$ cat config.mk
export PLATFORM = sky130hd
export DESIGN_NAME = pc_gen_flat
export DESIGN_NICKNAME = d
export VERILOG_FILES = /design/src/rtl/yu_core_pkg.sv /design/src/rtl/pc_gen_if.sv /design/src/rtl/pc_target_calc.sv /design/src/rtl/pc_gen.sv /design/src/flat_wrapper.sv
export SDC_FILE = /design/constraint.sdc
export NUM_CORES = 1
export LEC_CHECK = 0
export BUFFER_PORTS_ARGS = -buffer_cell sky130_fd_sc_hd__buf_2
export CAP_MARGIN = 20
export CORE_ASPECT_RATIO = 1.75
export CORE_MARGIN = 4
export CORE_UTILIZATION = 55
export DETAILED_ROUTE_END_ITERATION = 12
export HOLD_SLACK_MARGIN = 0.03
export PLACE_DENSITY = 0.82
export REMOVE_ABC_BUFFERS = 1
export SYNTH_ARGS = -nofsm -noshare
export SYNTH_HDL_FRONTEND = slang
export SYNTH_SLANG_ARGS = --single-unit
$ cat constraint.sdc
create_clock -name clk -period 3.2 [get_ports clk]
set_input_delay 0.48 -clock clk [delete_from_list [all_inputs] [get_ports clk]]
set_output_delay 0.48 -clock clk [all_outputs]
set_load 0.02 [all_outputs]
$ cat src/rtl/yu_core_pkg.sv
// Shared definitions for the Yu core front end: next-PC select encodings,
// PC generator state type and alignment helper.
package yu_core_pkg;

    localparam int XLEN_DEFAULT = 32;

    localparam logic [1:0] PC_SRC_SEQ    = 2'd0;
    localparam logic [1:0] PC_SRC_BRANCH = 2'd1;
    localparam logic [1:0] PC_SRC_JALR   = 2'd2;
    localparam logic [1:0] PC_SRC_TRAP   = 2'd3;

    typedef enum logic [1:0] {
        BOOT = 2'd0,
        RUN  = 2'd1,
        HALT = 2'd2
    } pc_state_t;

    // Number of low address bits that must be zero for a given alignment.
    function automatic int align_bits(input int ialign);
        return (ialign == 2) ? 1 : 2;
    endfunction

endpackage

$ cat src/rtl/pc_gen_if.sv
// Fetch-side bundle between decode/branch logic, the PC generator and the
// instruction memory port.  master = PC generator, slave = its environment.
interface pc_gen_if
    import yu_core_pkg::*;
#(
    parameter int XLEN = XLEN_DEFAULT
) ();

    logic [1:0]      pc_src;
    logic            redirect;
    logic [XLEN-1:0] imm;
    logic [XLEN-1:0] rs1;
    logic [XLEN-1:0] trap_vec;
    logic            fetch_ready;
    logic            fetch_valid;
    logic [XLEN-1:0] pc;
    logic [XLEN-1:0] pc_link;
    logic            misaligned;
    logic [XLEN-1:0] bad_addr;

    modport master (
        input  pc_src, redirect, imm, rs1, trap_vec, fetch_ready,
        output fetch_valid, pc, pc_link, misaligned, bad_addr
    );

    modport slave (
        output pc_src, redirect, imm, rs1, trap_vec, fetch_ready,
        input  fetch_valid, pc, pc_link, misaligned, bad_addr
    );

endinterface

$ cat src/rtl/pc_target_calc.sv
// Combinational next-PC target selection and alignment check.
// Trap vectors are forced aligned, so only BRANCH and JALR can flag an error.
module pc_target_calc
    import yu_core_pkg::*;
#(
    parameter int XLEN   = XLEN_DEFAULT,
    parameter int IALIGN = 4
) (
    input  logic [XLEN-1:0] pc,
    input  logic [XLEN-1:0] imm,
    input  logic [XLEN-1:0] rs1,
    input  logic [XLEN-1:0] trap_vec,
    input  logic [1:0]      pc_src,
    output logic [XLEN-1:0] target,
    output logic            align_err
);

    localparam int              ALIGN_BITS = align_bits(IALIGN);
    localparam logic [XLEN-1:0] ALIGN_MASK = ~XLEN'((1 << ALIGN_BITS) - 1);
    localparam logic [XLEN-1:0] JALR_MASK  = ~XLEN'(1);

    // Select target; JALR bit-0 clear happens before the alignment test.
    always_comb begin
        target    = pc + XLEN'(4);
        align_err = 1'b0;
        case (pc_src)
            PC_SRC_SEQ:    target = pc + XLEN'(4);
            PC_SRC_BRANCH: target = pc + imm;
            PC_SRC_JALR:   target = (rs1 + imm) & JALR_MASK;
            PC_SRC_TRAP:   target = trap_vec & ALIGN_MASK;
            default:       target = pc + XLEN'(4);
        endcase
        if (pc_src == PC_SRC_BRANCH || pc_src == PC_SRC_JALR) begin
            align_err = |target[ALIGN_BITS-1:0];
        end
    end

endmodule

$ cat src/rtl/pc_gen.sv
// Program-counter generator: holds the reset vector for one fetch, steps by 4
// on accepted fetches, applies BRANCH/JALR/TRAP redirects and halts on a
// misaligned target until a trap redirect arrives.
//
// state | meaning
// BOOT  | in/just out of reset, no fetch request, pc = reset vector
// RUN   | fetch_valid high, pc advances on accept or redirect
// HALT  | misaligned target seen, only a TRAP redirect restarts fetch
module pc_gen
    import yu_core_pkg::*;
#(
    parameter int              XLEN         = XLEN_DEFAULT,
    parameter logic [XLEN-1:0] RESET_VECTOR = '0,
    parameter int              IALIGN       = 4
) (
    input  logic      clk,
    input  logic      rst,
    pc_gen_if.master  bus
);

    pc_state_t       state;
    logic [XLEN-1:0] pc_q;
    logic [XLEN-1:0] bad_addr_q;
    logic            fetch_valid_q;
    logic            misaligned_q;
    logic [XLEN-1:0] target;
    logic            align_err;
    logic            redirect_en;
    logic            trap_req;
    logic            accept;

    assign redirect_en = bus.redirect && (bus.pc_src != PC_SRC_SEQ);
    assign trap_req    = bus.redirect && (bus.pc_src == PC_SRC_TRAP);
    assign accept      = fetch_valid_q && bus.fetch_ready;

    pc_target_calc #(
        .XLEN   (XLEN),
        .IALIGN (IALIGN)
    ) u_target_calc (
        .pc        (pc_q),
        .imm       (bus.imm),
        .rs1       (bus.rs1),
        .trap_vec  (bus.trap_vec),
        .pc_src    (bus.pc_src),
        .target    (target),
        .align_err (align_err)
    );

    // Sequencing FSM with registered pc, fetch_valid, misaligned and bad_addr.
    always_ff @(posedge clk or negedge rst) begin
        if (!rst) begin
            state         <= BOOT;
            pc_q          <= RESET_VECTOR;
            fetch_valid_q <= 1'b0;
            misaligned_q  <= 1'b0;
            bad_addr_q    <= '0;
        end else begin
            misaligned_q <= 1'b0;
            case (state)
                BOOT: begin
                    state         <= RUN;
                    fetch_valid_q <= 1'b1;
                end
                RUN: begin
                    if (redirect_en) begin
                        if (align_err) begin
                            state         <= HALT;
                            fetch_valid_q <= 1'b0;
                            misaligned_q  <= 1'b1;
                            bad_addr_q    <= target;
                        end else begin
                            pc_q <= target;
                        end
                    end else if (accept) begin
                        pc_q <= pc_q + XLEN'(4);
                    end
                end
                HALT: begin
                    if (trap_req) begin
                        state         <= RUN;
                        fetch_valid_q <= 1'b1;
                        pc_q          <= target;
                    end
                end
                default: begin
                    state         <= BOOT;
                    fetch_valid_q <= 1'b0;
                end
            endcase
        end
    end

    assign bus.pc          = pc_q;
    assign bus.pc_link     = pc_q + XLEN'(4);
    assign bus.fetch_valid = fetch_valid_q;
    assign bus.misaligned  = misaligned_q;
    assign bus.bad_addr    = bad_addr_q;

endmodule

$ cat src/flat_wrapper.sv
// flat-port wrapper written by rule: the top's interface ports become plain ports
module pc_gen_flat import yu_core_pkg::*;
#(
    parameter int              XLEN         = XLEN_DEFAULT,
    parameter logic [XLEN-1:0] RESET_VECTOR = '0,
    parameter int              IALIGN       = 4
)
  (clk, rst, bus_pc_src, bus_redirect, bus_imm, bus_rs1, bus_trap_vec, bus_fetch_ready, bus_fetch_valid, bus_pc, bus_pc_link, bus_misaligned, bus_bad_addr);
  pc_gen_if #(.XLEN(XLEN)) bus_i ();
  input  logic clk;
  input  logic rst;
  input wire logic [$bits(bus_i.pc_src)-1:0] bus_pc_src;
  input wire logic [$bits(bus_i.redirect)-1:0] bus_redirect;
  input wire logic [$bits(bus_i.imm)-1:0] bus_imm;
  input wire logic [$bits(bus_i.rs1)-1:0] bus_rs1;
  input wire logic [$bits(bus_i.trap_vec)-1:0] bus_trap_vec;
  input wire logic [$bits(bus_i.fetch_ready)-1:0] bus_fetch_ready;
  output wire logic [$bits(bus_i.fetch_valid)-1:0] bus_fetch_valid;
  output wire logic [$bits(bus_i.pc)-1:0] bus_pc;
  output wire logic [$bits(bus_i.pc_link)-1:0] bus_pc_link;
  output wire logic [$bits(bus_i.misaligned)-1:0] bus_misaligned;
  output wire logic [$bits(bus_i.bad_addr)-1:0] bus_bad_addr;
  assign bus_i.pc_src = bus_pc_src;
  assign bus_i.redirect = bus_redirect;
  assign bus_i.imm = bus_imm;
  assign bus_i.rs1 = bus_rs1;
  assign bus_i.trap_vec = bus_trap_vec;
  assign bus_i.fetch_ready = bus_fetch_ready;
  assign bus_fetch_valid = bus_i.fetch_valid;
  assign bus_pc = bus_i.pc;
  assign bus_pc_link = bus_i.pc_link;
  assign bus_misaligned = bus_i.misaligned;
  assign bus_bad_addr = bus_i.bad_addr;
  pc_gen #(.XLEN(XLEN), .RESET_VECTOR(RESET_VECTOR), .IALIGN(IALIGN)) u_core (.clk(clk), .rst(rst), .bus(bus_i));
endmodule
==> Yosys cells after proc, flatten, opt, wreduce, memory -nomap -nowiden <==
Index checks and enable logic that the tools add are counted.
{ "totals": {"mem_count": 0, "word_cells": 48, "output_inout_bits": 98, "rom_bits": 0, "mem_bits_rw": 0, "register_bits": 68, "latch_bits": 0} }
{ "op_classes": {"multipliers": 0, "bitwise": 0, "n_addsub": 3, "n_reduce_logical": 12, "magnitude_cmp": 0, "n_eq_ne": 10, "mux": 18, "n_div": 0, "shifts": 0} }
{ "op_table": {"columns": ["cell", "count"], "rows": [
  ["2-to-1 mux 32 bit", 4],
  ["case mux 32 bit (4 select lines)", 1],
  ["adder 32 bit", 2],
  ["case mux 32 bit (2 select lines)", 1],
  ["adder 32 x 3 -> 32 bit, second input constant", 1],
  ["2-to-1 mux 1 bit", 7],
  ["== test 2 bit, second input constant", 3],
  ["2-to-1 mux 2 bit", 3],
  ["inequality test 2 x 1 -> 1 bit, second input constant", 3],
  ["case mux 2 bit (3 select lines)", 1],
  ["AND reduction 3 bit", 2],
  ["== test 2 x 1 -> 1 bit, second input constant", 2],
  ["zero test 2 bit", 2],
  ["AND reduction 4 bit", 1],
  ["nonzero test 2 bit", 2],
  ["logical AND 1 bit", 3],
  ["inequality test 3 x 1 -> 1 bit, second input constant", 1],
  ["inequality test 3 bit, second input constant", 1],
  ["case mux 1 bit (3 select lines)", 1],
  ["OR reduction 2 bit", 1],
  ["logical OR 1 bit", 1]
]} }

==> Longest topological paths before layout <==
Gate-level depths: netlist of run 1.
{ "depth": {"depth_word": 7, "mapped_depth": 14} }

==> By module <==
Synthesis of run 1 repeated with hierarchy kept, for this count alone.
{ "hier_totals": {"hier_cells": 1085, "hier_area_um2": 8311.7} }
{ "modules_own_cells": {"columns": ["module", "cells_each", "area_each_um2", "instances"], "rows": [
  ["pc_target_calc", 653, 4554.4, 1],
  ["pc_gen", 432, 3757.4, 1]
]} }

==> Worst setup path after synthesis of run 1 <==
Ideal clock, no wire load.
{ "synth_path": {"kind": "register -> register", "startpoint": "register u_core.pc_q[0], in the netlist u_core.bus.pc[0]", "endpoint": "register u_core.pc_q[28], in the netlist u_core.bus.pc[28]", "setup_ps": 136, "arrival_ps": 2821, "setup_slack_ps": 244, "t_required_ps": 3064, "n_path_buf": 0, "synth_period_minus_slack_ps": 2956, "stages_incl_launch_ff": 13, "path_cell_list": "dfrtp_1 ha_1 inv_1 fa_1 nor2b_1 o21ai_0 a21oi_1 o21ai_1 a31oi_1 a31oi_1 mux2i_1 a221oi_1 o21ai_0"} }
{ "synth_between": {"elab_chain_cells": 6, "elab_cells_between_ends": 12} }
{ "synth_lines": {"columns": ["item", "line", "text"], "rows": [
  ["start, declared", "pc_gen.sv:22", "logic [XLEN-1:0] pc_q;"],
  ["start signal, assigned", "pc_gen.sv:72", "pc_q <= target;"],
  ["start signal, assigned", "pc_gen.sv:75", "pc_q <= pc_q + XLEN'(4);"],
  ["start signal, assigned", "pc_gen.sv:82", "pc_q <= target;"],
  ["adder 32 bit / adder 32 x 3 -> 32 bit (equally long branches)", null, null],
  ["case mux 32 bit (4 select lines)", "pc_target_calc.sv:26", "case (pc_src)"],
  ["OR reduction 2 bit", "pc_target_calc.sv:34", "align_err = |target[ALIGN_BITS-1:0];"],
  ["2-to-1 mux 1 bit", "pc_target_calc.sv:33", "if (pc_src == PC_SRC_BRANCH || pc_src == PC_SRC_JALR) begin"],
  ["inequality test 3 bit (no source line)", null, null],
  ["AND reduction 4 bit (no source line)", null, null]
]} }
Parallel ways exist; a longest one is shown, timed or not. The select of a mux whose other input is x is not followed.
A chain may end at the register's enable or synchronous reset.

==> Final worst setup path of run 1 <==
{ "layout_path": {"startpoint": "register u_core.pc_q[10], in the netlist u_core.bus.pc[10]", "endpoint": "output port bus_pc_link[28]"} }
{ "layout_between": {"elab_chain_cells": 1} }
{ "layout_lines": {"columns": ["item", "line", "text"], "rows": [
  ["adder 32 x 3 -> 32 bit", null, null],
  ["end, declared", "flat_wrapper.sv:20", "output wire logic [$bits(bus_i.pc_link)-1:0] bus_pc_link;"]
]} }
Every way passes these cells.

==> results of run 1 <==
==> worst max-delay path, cell delays in order (launching register included) <==
cell and delay, ns:
dfrtp_1 0.51, and4_2 0.35, nand4_4 0.13, or4_4 0.59, nor2_4 0.15, nand4_1 0.13
xnor2_1 0.22, buf_2 0.20
==> through the flow <==
step,total power [mW],utilization,hold slack [ns],setup TNS [ns]
global route,9.35,0.725,0.424,-0.0324
finish,8.81,0.725,0.353,0
detailed placement,7.40,0.696,0.458,-0.318
floorplan,5.12,-,0.184,-42.30
CTS,8.68,0.724,0.379,0
global placement,7.30,0.696,0.455,-0.227
==> synth_stat cells, types with 13 or more instances <==
master / n / area share
a211oi_1: 15 / 0.015
and3_1: 18 / 0.015
clkbuf_1: 33 / 0.016
inv_1: 34 / 0.017
nor3_1: 16 / 0.011
nand3_1: 22 / 0.014
a21o_1: 36 / 0.036
o21ai_0: 108 / 0.071
dfrtp_1: 67 / 0.22
nand4_1: 16 / 0.013
ha_1: 69 / 0.11
xor2_1: 34 / 0.039
a21oi_1: 92 / 0.061
xnor2_1: 42 / 0.048
nor2_1: 69 / 0.034
nand2_1: 152 / 0.075
a221oi_1: 13 / 0.015
==> registers in the layout, summed over array words and instances, names as in the netlist <==
| name | flops |
|---|---|
| u_core.bus.bad_addr | 32 |
| u_core.bus.pc | 32 |
| u_core.state | 2 |
| u_core.bus.misaligned | 1 |
==> path summary, 6_finish.rpt <==
check	cells after the start	start	to
max in group asynchronous	2	rst	u_core.bus.pc[8]
max reg2reg	13	u_core.bus.pc[0]	u_core.bus.pc[24]
min	2	rst	u_core.bus.bad_addr[24]
min in group clk	2	u_core.bus.bad_addr[12]	u_core.bus.bad_addr[12]
min reg2reg	2	u_core.bus.bad_addr[12]	u_core.bus.bad_addr[12]
max	7	u_core.bus.pc[10]	bus_pc_link[28]
==> cell families after synthesis <==
logic type,Yosys count,share of synthesized area
compound gates,363,0.302
xor+xnor,78,0.0919
fa+ha+maj,71,0.119
buf+inv,83,0.0433
flops,67,0.221
mux,11,0.0150
simple gates,341,0.209
==> what timing repair did <==
| action | in CTS | in global routing |
|---|---|---|
| pin swaps | 0 | 0 |
| setup endpoints to repair | 3 | 14 |
| gates resized for setup | 2 | 12 |
| hold buffers | 0 | 0 |
| setup buffers | 0 | 0 |
==> power groups by stage <==
stage / registers [mW] / logic [mW] / clock network [mW]
final: 1.69 / 5.90 / 1.22
after global routing: 1.71 / 6.37 / 1.27
after CTS: 1.66 / 5.80 / 1.22
after detailed placement: 1.67 / 5.74 / 0
after global placement: 1.65 / 5.65 / 0
after floorplan: 2.09 / 3.03 / 0
==> cell type report <==
type,instances,share of cell area
Multi-Input combinational cell,864,0.575
Timing Repair Buffer,296,0.178
Sequential cell,67,0.173
Clock buffer,10,0.0235
Tap cell,174,0.0223
Clock inverter,6,0.0141
Inverter,35,0.0135
==> routing by layer <==
metal,GRT usage,wire [µm],vias up
li1,-,-,4239
met1,0.372,10100,4166
met2,0.676,15400,534
met3,0.0615,2220,165
met4,0.343,3410,0
met5,0,0,-
==> metrics.yaml, run 1 <==
status: "finished, final reports clean"
vias_per_cell: 6.27
fin_crit_ns: 3.10
start_util: 0.565
crit_type: "reg -> out"
ys_seq_elements: 67
place_area_um2: 9360
clock_sinks: 67
wirelength_um: 31100
cts_buffers: 9
fillers: 1122
synth_cell_types: 72
switching_share: 0.506
grt_remaining_overflow: 0
cp.arrival_ns: 2.62
hp-class: "in -> async"
ys.flop_type: "dfrtp_1"
ys_seq_area_frac: 0.221
dr.pass1.iters: 5
row_count: 56
final_common_cell: "buf_2"
register_area_um2: 1690
finalSetupViolations: 0
synthArstFlopShare: 1.00
root_buffer: "clkbuf_16"
relSlewSlack: 0.363
route.vias.total: 9104
combPwrFrac: 0.670
wl_per_cell_um: 21.4
critPathMaxFanout: 6
gp_congestion: 0.994
finalHoldViolations: 0
antenna_found_initial: 0
dp.cells: 1436
boundaryPins: 200
clock_latency_ns: 0.33
worstSetupStartpointType: "flop"
grt_max_degree: 68
clockPowerShare: 0.139
fp.coreArea_um2: 13500
place_hpwl_um: 24600
p_sw_mw: 4.46
ant_nets: 0
drt_iter0_drc: 554
worst_slack_ns: 0.0989
crit_path_end_kind: "output pin"
grt_pass1_vias: 8963
portBuffers: 197
internal-power_mw: 4.35
drc_errors: 0
ir_drop_mv: 0.728
ys_warn_count: 0
diodes: 0
multi_input_area_um2: 5620
clock_path_buffers: 2
drv_slew: 0
die_w_um: 96.9
required_ns: 2.72
clkSlewWorstSetupHoldPaths_ns: 0.06
place_ws_ns: -0.149
r2r_slack_ns: 0.12
syn_inst: 1014
netlist_area_um2: 7600
final_cell_mix: "buf_2, nand2_1, o21ai_0, buf_4, a21oi_1"
cts_tree: "built"
worst_slew_pin_slew_ns: 0.944
p_leak_nw: 4.90
synth_edf_count: 0
area_delta_synth_final_pct: 28.4
die-area_um2: 15800
h-tree-depth: 3
avgSynthCellArea_um2: 7.49
period_share: 0.969
power.density_nw_per_um2: 903
clock_skew_ns: 0.00832
fin_area_um2: 9760
maxCapViolations: 0
achievable-frequency_mhz: 322
die_h_um: 164
grt_pass1_wl_um: 46900
layout.nets: 1446
grtUsageTotal: 0.379
p_seq_frac: 0.192
instances_no_fill: 1452
drive_gt1_frac: 0.268
Power figures use the tool's default switching activity.
==> run 2, diff against run 1 <==
--- a/config.mk
+++ b/config.mk
@@ -7,7 +7,6 @@
 export LEC_CHECK = 0
 export BUFFER_PORTS_ARGS = -buffer_cell sky130_fd_sc_hd__buf_2
 export CAP_MARGIN = 20
-export CORE_ASPECT_RATIO = 1.75
 export CORE_MARGIN = 4
 export CORE_UTILIZATION = 55
 export DETAILED_ROUTE_END_ITERATION = 12
==> run 2 against run 1 <==
Net effect: clock skew shrank 0.0017 ns; highest routed layer unchanged; count of clock-buffer cells in the layout unchanged; via count is 2.5% lower; final cell count decreased by 1.4%; sequential share of layout area increased by 0.29 points; global-route usage fell by 4.4 points; critical path depth did not move; sequential cell count did not move; first-iteration DRC count rose by 74%; largest cell class unchanged; hold slack got worse by 0.20 ns.
==> metrics.yaml, run 2 (same netlist as run 1, synthesis figures left out) <==
whs_ns: 0.156  # was 0.353 ns
ant_nets: 0  # unchanged
place_area_um2: 9190  # was 9360 µm²
area_delta_synth_final_pct: 26.1  # was 28.4%
root_buffer: "clkbuf_16"  # unchanged
cp.arrival_ns: 2.62  # about the same
maxCapViolations: 0  # unchanged
setup_tns_ns: 0  # unchanged
r2r_slack_ns: 0.17  # was 0.12 ns
clkSlewWorstSetupHoldPaths_ns: 0.06  # about the same
drt_iter0_drc: 963  # was 554
drive_gt1_frac: 0.260  # was 0.268
grt_pass1_vias: 8131  # was 8,963
fin_crit_ns: 3.10  # about the same
crit_type: "reg -> out"  # unchanged
p_leak_nw: 4.78  # was 4.90 nW
grt_remaining_overflow: 0  # unchanged
power.density_nw_per_um2: 877  # was 903 nW/µm²
route.vias.total: 8874  # was 9,104
vias_per_cell: 6.20  # was 6.27
required_ns: 2.72  # about the same
status: "finished, final reports clean"  # unchanged
worst_slew_pin_slew_ns: 0.965  # was 0.944 ns
die-area_um2: 15800  # about the same
period_share: 0.969  # about the same
dr.pass1.iters: 8  # was 5
finalHoldViolations: 0  # unchanged
wl_per_cell_um: 19.4  # was 21.4 µm
finalPower_mw: 8.41  # was 8.81 mW
achievable-frequency_mhz: 322  # about the same
diodes: 0  # unchanged
critPathMaxFanout: 6  # unchanged
cts_tree: "built"  # unchanged
fp.coreArea_um2: 13400  # was 13,500 µm²
relSlewSlack: 0.349  # was 0.363
clock_latency_ns: 0.33  # about the same
hp-class: "in -> async"  # unchanged
final_util: 0.715  # was 0.725
die_h_um: 126  # was 164 µm
boundaryPins: 200  # unchanged
crit_path_end_kind: "output pin"  # unchanged
row_count: 42  # was 56
die_w_um: 126  # was 96.9 µm
drc_errors: 0  # unchanged
start_util: 0.567  # was 0.565
h-tree-depth: 3  # unchanged
place_hpwl_um: 22100  # was 24,600 µm
holdBufCountCts: 0  # unchanged
wirelength_um: 27700  # was 31,100 µm
grtUsageTotal: 0.335  # was 0.379
fillers: 1125  # was 1,122
antenna_found_initial: 0  # unchanged
layout.nets: 1424  # was 1,446
cts_buffers: 9  # unchanged
worstSetupStartpointType: "flop"  # unchanged
final_common_cell: "buf_2"  # unchanged
clock_path_buffers: 2  # unchanged
fin_area_um2: 9580  # was 9760 µm²
portBuffers: 197  # unchanged
clock_skew_ns: 0.00659  # was 0.00832 ns
grt_pass1_wl_um: 42500  # was 46,900 µm
rsz0062_at_grt: "yes"
ir_drop_mv: 0.691  # was 0.728 mV
final_cell_mix: "buf_2, nand2_1, o21ai_0, a21oi_1, buf_4"  # was buf_2, nand2_1, o21ai_0, buf_4, a21oi_1
finalSetupViolations: 0  # unchanged
grt_max_degree: 45  # was 68
gp_congestion: 0.988  # was 0.994
drv_slew: 0  # unchanged
clock_sinks: 67  # unchanged
-- run 2: what timing repair did --
action | CTS | global route
resized for setup | 0 | 20
setup endpoints to repair | 0 | 26
buffers inserted | 0 | 1
-- run 2: path summary, 6_finish.rpt --
path / from / cells past startpoint / endpoint
min reg2reg: u_core.bus.bad_addr[4] / 2 / u_core.bus.bad_addr[4]
min: rst / 2 / u_core.bus.bad_addr[4]
max: u_core.bus.pc[11] / 7 / bus_pc_link[28]
min in group clk: u_core.bus.bad_addr[4] / 2 / u_core.bus.bad_addr[4]
max reg2reg: u_core.bus.pc[1] / 11 / u_core.bus.pc[29]
max in group asynchronous: rst / 2 / u_core.bus.pc[15]
-- run 2: worst max-delay path, stage by stage (launching register included) --
cell and delay, ns:
dfrtp_1 0.50, and4_2 0.35, nand4_4 0.13, or4_4 0.60, nor2_2 0.16, nand4_1 0.17, xnor2_2 0.18, buf_2 0.19
-- run 2: routing by layer --
| metal | track usage | vias up | wire length (µm) |
|---|---|---|---|
| li1 | - | 4187 | - |
| met1 | 0.474 | 4102 | 11400 |
| met2 | 0.513 | 523 | 12100 |
| met3 | 0.0755 | 62 | 3460 |
| met4 | 0.103 | 0 | 793 |
| met5 | 0 | - | 0 |
-- run 2: report_power, final --
part / internal, mW / switching (mW)
clock: 0.703 / 0.376
sequential: 1.24 / 0.446
combinational: 2.19 / 3.46
-- run 2: metrics by stage --
step,worst slack [ns],std cells
5_1_grt,-0.0360,1432
4_1_cts,0.0267,1431
2_1_floorplan,-1.57,966
6_report,0.0985,1432
3_5_place_dp,-0.0677,1415
3_3_place_gp,-0.0309,1415
-- run 2: cell type report --
class | instances | area, µm² | area share
Clock buffer | 10 | 239 | 0.0249
Clock inverter | 6 | 88.8 | 0.00927
Inverter | 35 | 131 | 0.0137
Multi-Input combinational cell | 864 | 5650 | 0.589
Sequential cell | 67 | 1680 | 0.176
Tap cell | 176 | 220 | 0.0230
Timing Repair Buffer | 274 | 1580 | 0.164
